File: config.mk
export PLATFORM = sky130hd
export DESIGN_NAME = rfa_wb_arbiter
export DESIGN_NICKNAME = d
export VERILOG_FILES = /design/src/rtl/rfa_pkg.sv /design/src/rtl/rfa_wb_arbiter_rr_pick8.sv /design/src/rtl/rfa_wb_arbiter.sv
export SDC_FILE = /design/constraint.sdc
export NUM_CORES = 1
export LEC_CHECK = 0
export ABC_AREA = 1
export CAP_MARGIN = 20
export CORE_UTILIZATION = 45
export DETAILED_ROUTE_END_ITERATION = 7
export GPL_ROUTABILITY_DRIVEN = 0
export PLACE_DENSITY = 0.72
export SKIP_LAST_GASP = 1
export SLEW_MARGIN = 20
export SYNTH_ARGS = -nofsm -noshare
export SYNTH_HDL_FRONTEND = slang
export SYNTH_SLANG_ARGS = --single-unit
File: constraint.sdc
create_clock -name clk -period 9.2 [get_ports clk]
set_input_delay 1.38 -clock clk [delete_from_list [all_inputs] [get_ports clk]]
set_output_delay 1.38 -clock clk [all_outputs]
set_load 0.03 [all_outputs]
File: src/rtl/rfa_pkg.sv
// rfa_pkg: shared requester indices, select width and arbiter states for the VGPR write-back arbiter.
package rfa_pkg;
  localparam int SIMD0_IDX = 0;
  localparam int SIMD1_IDX = 1;
  localparam int SIMD2_IDX = 2;
  localparam int SIMD3_IDX = 3;
  localparam int SIMF0_IDX = 4;
  localparam int SIMF1_IDX = 5;
  localparam int SIMF2_IDX = 6;
  localparam int SIMF3_IDX = 7;
  localparam int LSU_IDX   = 8;
  localparam int SEL_W     = 16;
  typedef enum logic {S_ARB, S_LOCK} state_e;
endpackage

File: src/rtl/rfa_wb_arbiter_rr_pick8.sv
// rr_pick8: combinational round-robin find-first over 8 requests, scanning upward from ptr with wrap.
module rr_pick8 (
  input  logic [7:0] req,
  input  logic [2:0] ptr,
  output logic       vld,
  output logic [2:0] idx
);
  logic [15:0] dbl;
  logic [7:0]  rot;
  logic [2:0]  k;
  assign dbl = {req, req} >> ptr;
  assign rot = dbl[7:0];
  always_comb begin
    k = '0;
    for (int i = 7; i >= 0; i--) if (rot[i]) k = 3'(i);
  end
  assign vld = |req;
  assign idx = ptr + k;
endmodule

File: src/rtl/rfa_wb_arbiter.sv
// rfa_wb_arbiter: VGPR write-back arbiter (starved ALUs > LSU > round-robin ALUs, 2-beat LSU lock).
// Profiling counters are built only when RFA_PROFILE_EN is defined; otherwise they read 0.
module rfa_wb_arbiter
  import rfa_pkg::*;
#(
  parameter int NUM_REQ      = 9,
  parameter int LSU_IDX      = 8,
  parameter int STARVE_LIMIT = 8,
  parameter int CNT_W        = 4,
  parameter int PROF_W       = 32
) (
  input  logic               clk,
  input  logic               rst,
  input  logic [NUM_REQ-1:0] fu_req,
  input  logic               lsu_multi,
  input  logic               wb_stall,
  output logic [SEL_W-1:0]   select_fu,
  output logic               grant_valid,
  output logic [NUM_REQ-1:0] starve_flag,
  output logic [PROF_W-1:0]  prof_grant_cnt,
  output logic [PROF_W-1:0]  prof_conflict_cnt
);
  state_e                        state_q, state_d;
  logic [SEL_W-1:0]              select_fu_q, select_fu_d;
  logic [2:0]                    rr_ptr_q, rr_ptr_d;
  logic [NUM_REQ-1:0][CNT_W-1:0] cnt_q, cnt_d;
  logic [NUM_REQ-1:0]            starve_q, starve_d, req_m;
  logic                          s_vld, a_vld;
  logic [2:0]                    s_idx, a_idx;
  // last cycle's winner sits out this decision
  assign req_m = fu_req & ~select_fu_q[NUM_REQ-1:0];
  rr_pick8 u_starve (.req(starve_q[7:0] & req_m[7:0]), .ptr(rr_ptr_q), .vld(s_vld), .idx(s_idx));
  rr_pick8 u_alu    (.req(req_m[7:0]), .ptr(rr_ptr_q), .vld(a_vld), .idx(a_idx));
  always_comb begin
    select_fu_d = '0;
    state_d     = S_ARB;
    rr_ptr_d    = rr_ptr_q;
    if (state_q == S_LOCK) select_fu_d = SEL_W'(1) << LSU_IDX;
    else if (!wb_stall) begin
      if (s_vld) begin
        select_fu_d = SEL_W'(1) << s_idx;
        rr_ptr_d    = s_idx + 3'd1;
      end else if (req_m[LSU_IDX]) begin
        select_fu_d = SEL_W'(1) << LSU_IDX;
        state_d     = lsu_multi ? S_LOCK : S_ARB;
      end else if (a_vld) begin
        select_fu_d = SEL_W'(1) << a_idx;
        rr_ptr_d    = a_idx + 3'd1;
      end
    end
  end
  always_comb begin
    for (int i = 0; i < NUM_REQ; i++) begin
      cnt_d[i]    = (!fu_req[i] || select_fu_d[i]) ? '0 :
                    (cnt_q[i] == CNT_W'(STARVE_LIMIT)) ? cnt_q[i] : cnt_q[i] + CNT_W'(1);
      starve_d[i] = cnt_d[i] == CNT_W'(STARVE_LIMIT);
    end
  end
  always_ff @(posedge clk or negedge rst) begin
    if (!rst) begin
      state_q     <= S_ARB;
      select_fu_q <= '0;
      rr_ptr_q    <= '0;
      cnt_q       <= '0;
      starve_q    <= '0;
    end else begin
      state_q     <= state_d;
      select_fu_q <= select_fu_d;
      rr_ptr_q    <= rr_ptr_d;
      cnt_q       <= cnt_d;
      starve_q    <= starve_d;
    end
  end
  assign select_fu   = select_fu_q;
  assign grant_valid = |select_fu_q;
  assign starve_flag = starve_q;
`ifdef RFA_PROFILE_EN
  logic [PROF_W-1:0] grant_cnt_q, grant_cnt_d, conflict_cnt_q, conflict_cnt_d;
  always_comb begin
    grant_cnt_d    = grant_cnt_q + PROF_W'(|select_fu_d);
    conflict_cnt_d = conflict_cnt_q + PROF_W'($countones(req_m) > 1);
  end
  always_ff @(posedge clk or negedge rst) begin
    if (!rst) begin
      grant_cnt_q    <= '0;
      conflict_cnt_q <= '0;
    end else begin
      grant_cnt_q    <= grant_cnt_d;
      conflict_cnt_q <= conflict_cnt_d;
    end
  end
  assign prof_grant_cnt    = grant_cnt_q;
  assign prof_conflict_cnt = conflict_cnt_q;
`else
  assign prof_grant_cnt    = '0;
  assign prof_conflict_cnt = '0;
`endif
endmodule
==> results.json <==
{
  "worstSetupEndpointType": "flop",
  "fillerInstances": 978,
  "p_int_mw": 0.852,
  "r2r_setup_slack_ns": 5.34,
  "grt_max_degree": 59,
  "setup_violations": 0,
  "cts_setup_buffers": 0,
  "max-vdd-ir-drop_v": 0.000154,
  "grt_antenna_before_repair": 0,
  "dieArea_um2": 11000,
  "holdPathStages": 2,
  "fin_crit_sh_pct": 49.7,
  "cts-root-buf": "clkbuf_8",
  "hold_buffers": 0,
  "reg2reg_to": "cnt_q[4]",
  "ys.warnings.count": 0,
  "synthDistinctLibCells": 41,
  "fmax_ghz": 0.219,
  "vias_per_cell": 4.95,
  "layout.nets": 695,
  "cp.required_ns": 9.43,
  "drtIter0Drc": 233,
  "dpl.hpwl_mm": 7.85,
  "p_leak_nw": 2.73,
  "fin_area_um2": 5100,
  "path_class": "in -> reg",
  "holdPathEnd": "select_fu[8]",
  "crit_chain": "clkdlybuf4s50_1 -> inv_1 -> nor2_4 -> nand2_1 -> nand3_1 -> nand3_1 -> nand2_1 -> a21oi_1 -> o21ai_0 -> nand2_1 -> a21boi_0 -> ha_1 -> inv_1 -> fa_1 -> nand3_1 -> nor2_1 -> o21ai_0 -> a21oi_1 -> nand2_4 -> nand2_2 -> nor2_1",
  "cp-start-kind": "primary input",
  "die_h_um": 105,
  "slew_viol_final": 0,
  "synthToLayoutAreaGrowth_pct": 7.54,
  "drive_gt1_share_pct": 12.2,
  "combPwrFrac_pct": 61.2,
  "wire_per_inst_um": 12.6,
  "switching_power_mw": 0.936,
  "cts_num_sinks": 58,
  "syn-instance-count": 627,
  "crit_fanout": 5,
  "vias": 3962,
  "hold_class": "reg -> reg",
  "synth_top_area_cell": "dfrtp_1",
  "rsz0062_at_grt": "false",
  "place_area_um2": 4870,
  "synth_top_cell_area_share_pct": 30.6,
  "cts_made_buffers": 9,
  "p_clk_share_pct": 15.2,
  "coreArea_um2": 10300,
  "worstMarginPinSlew_ns": 0.810,
  "seq_power_share_pct": 23.6,
  "total_power_mw": 1.79,
  "drt-total-wl_mm": 10.1,
  "worst_path_largest_cell_delay_ns": 0.60,
  "rows": 37,
  "status": "completed",
  "grt_first_pass_wirelength_mm": 17.1,
  "ys_ff_latch": 58,
  "portBuffers": 31,
  "ff2ff_path_depth": 20,
  "crit_arrival_ns": 4.80,
  "p_sw_share_pct": 52.4,
  "htree_levels": 3,
  "overflow": 0,
  "avgSynthCellArea_um2": 7.57,
  "slew_headroom_pct": 46.0,
  "final_hold_viol_count": 0,
  "setup_tns_ns": 0,
  "fin_worst_skew_ns": 0.0147,
  "clk_pin_slew_ns": 0.07,
  "crit_path_top_delay_cell": "clkdlybuf4s50_1",
  "tritoncts": "done",
  "clockBufferDepth": 2,
  "ios": 103,
  "grt_pass1_vias": 3864,
  "cts_resized": 0,
  "clkLatencyLatePin_ns": 0.35,
  "place_inst": 784,
  "fin_crit_ns": 4.57,
  "dr.pass1.iters": 5,
  "pwr_density_cell_nw_per_um2": 351,
  "seq_area_frac_synth_pct": 30.6,
  "syn-cell-area_um2": 4740,
  "antennaDiodeCount": 0,
  "holdCritStartpoint": "state_q",
  "synth_top_cells_by_area": "dfrtp_1, buf_4, nand2_1, nand3_1, inv_1",
  "die_x_um": 105,
  "timing.rr.start": "rr_ptr_q[0]",
  "grtUsageTotal_pct": 19.6,
  "drc": 0,
  "antenna_left": 0,
  "final_cells": 800,
  "drv_cap": 0,
  "initial_core_util_pct": 46.2
}
## critical path, delay by kind of cell
family | cells | cell delay (ns)
and+or+nand+nor | 11 | 1.17
AOI/OAI and AO/OA | 5 | 0.79
adders and majority gates | 2 | 0.69
buffers and inverters | 3 | 0.76
## per-layer routing
metal	vias to the layer above	part of all wire, %	global-route usage, %
li1	1920	-	-
met1	1829	40	21.8
met5	-	0	0
met4	0	3.3	9.66
met3	27	6.2	3.93
met2	186	51	35.3
## cell families (layout without fill, tap and decap cells)
| kind of cell | count (synthesis) | after routing | share of synthesized area [%] |
|---|---|---|---|
| AND/OR/NAND/NOR | 319 | 319 | 34.1 |
| XOR/XNOR | 22 | 22 | 4.06 |
| AO/OA/AOI/OAI | 34 | 34 | 4.43 |
| flip-flops | 58 | 58 | 30.6 |
| adder cells (fa/ha/maj) | 23 | 23 | 6.38 |
| buffers and inverters | 170 | 137 | 20.3 |
| other | 1 | 71 | 0.0791 |
## layout by cell type, fill, tap and decap left out, types with 2 or more instances in the layout
master,Yosys,final
nor4_1,2,2
nand2_2,22,22
bufinv_16,0,2
a21boi_0,2,2
clkbuf_8,0,11
o22ai_1,2,2
dfrtp_1,58,58
conb_1,1,71
inv_6,2,2
or2_2,2,2
a21oi_1,9,9
nor2_1,52,52
o21ai_0,11,11
ha_1,21,21
xnor2_1,2,2
o21bai_1,2,2
nand2_1,105,105
xor2_1,20,20
a22o_1,2,2
nor2_4,6,6
clkdlybuf4s50_1,0,30
nor3_1,5,5
nand3_1,73,73
nor2_2,9,9
nand2_4,6,6
nand3_2,14,14
inv_1,85,85
nand4_1,21,21
fa_1,2,2
## state kept, by name (all words and copies together), names as in the netlist
register,flops
cnt_q,36
select_fu,9
starve_flag,9
rr_ptr_q,3
state_q,1
## synth_stat cells, drive strengths merged
cell	number
nor4	2
nand4	21
nand3b	1
nor2	67
a211oi	2
a22o	2
and3	1
clkinv	1
a31oi	1
conb	1
xnor2	2
buf	80
fa	2
inv	88
a21oi	9
o21bai	2
o211a	1
xor2	20
nand3	87
nand2	133
o21ai	13
or2	2
ha	21
clkbuf	1
o22ai	2
dfrtp	58
nor3	5
a21boi	2
## stage by stage
step,setup WS (ns),hold WS (ns),util (%)
final,4.63,0.500,49.6
after global routing,4.29,0.551,49.6
after CTS,4.64,0.501,49.6
after detailed placement,4.27,0.482,47.4
after global placement,4.40,0.476,47.4
after floorplan,5.39,0.460,-
## how the worst max path moves through the flow
stage          startpoint        endpoint  cells past startpoint
4_1_cts         fu_req[0]       cnt_q[28]                     22
3_5_place_dp    fu_req[0]       cnt_q[28]                     22
6_report        fu_req[0]        cnt_q[4]                     21
5_1_grt         fu_req[0]       cnt_q[28]                     22
3_3_place_gp    fu_req[0]        cnt_q[4]                     21
2_1_floorplan   fu_req[4]  starve_flag[1]                     22
## power by group through the flow
stage | Clock, mW | Combinational, mW | Sequential (mW)
floorplan | 0 | 0.897 | 0.401
global placement | 0 | 1.04 | 0.420
detailed placement | 0 | 1.07 | 0.426
CTS | 0.276 | 1.09 | 0.421
global route | 0.287 | 1.23 | 0.433
finish | 0.271 | 1.09 | 0.422
## cell type report
class                   count  area [µm²]  area share (%)
flip-flops and latches     58        1450            28.5
well taps                 136         170            3.34
clock inverters             4        73.8            1.45
multi-input cells         469        2590            50.8
inverters                  89         347            6.79
repair buffers             32         313            6.13
clock buffers              12         155            3.04
Note: power is estimated with default switching activity, not from simulation.
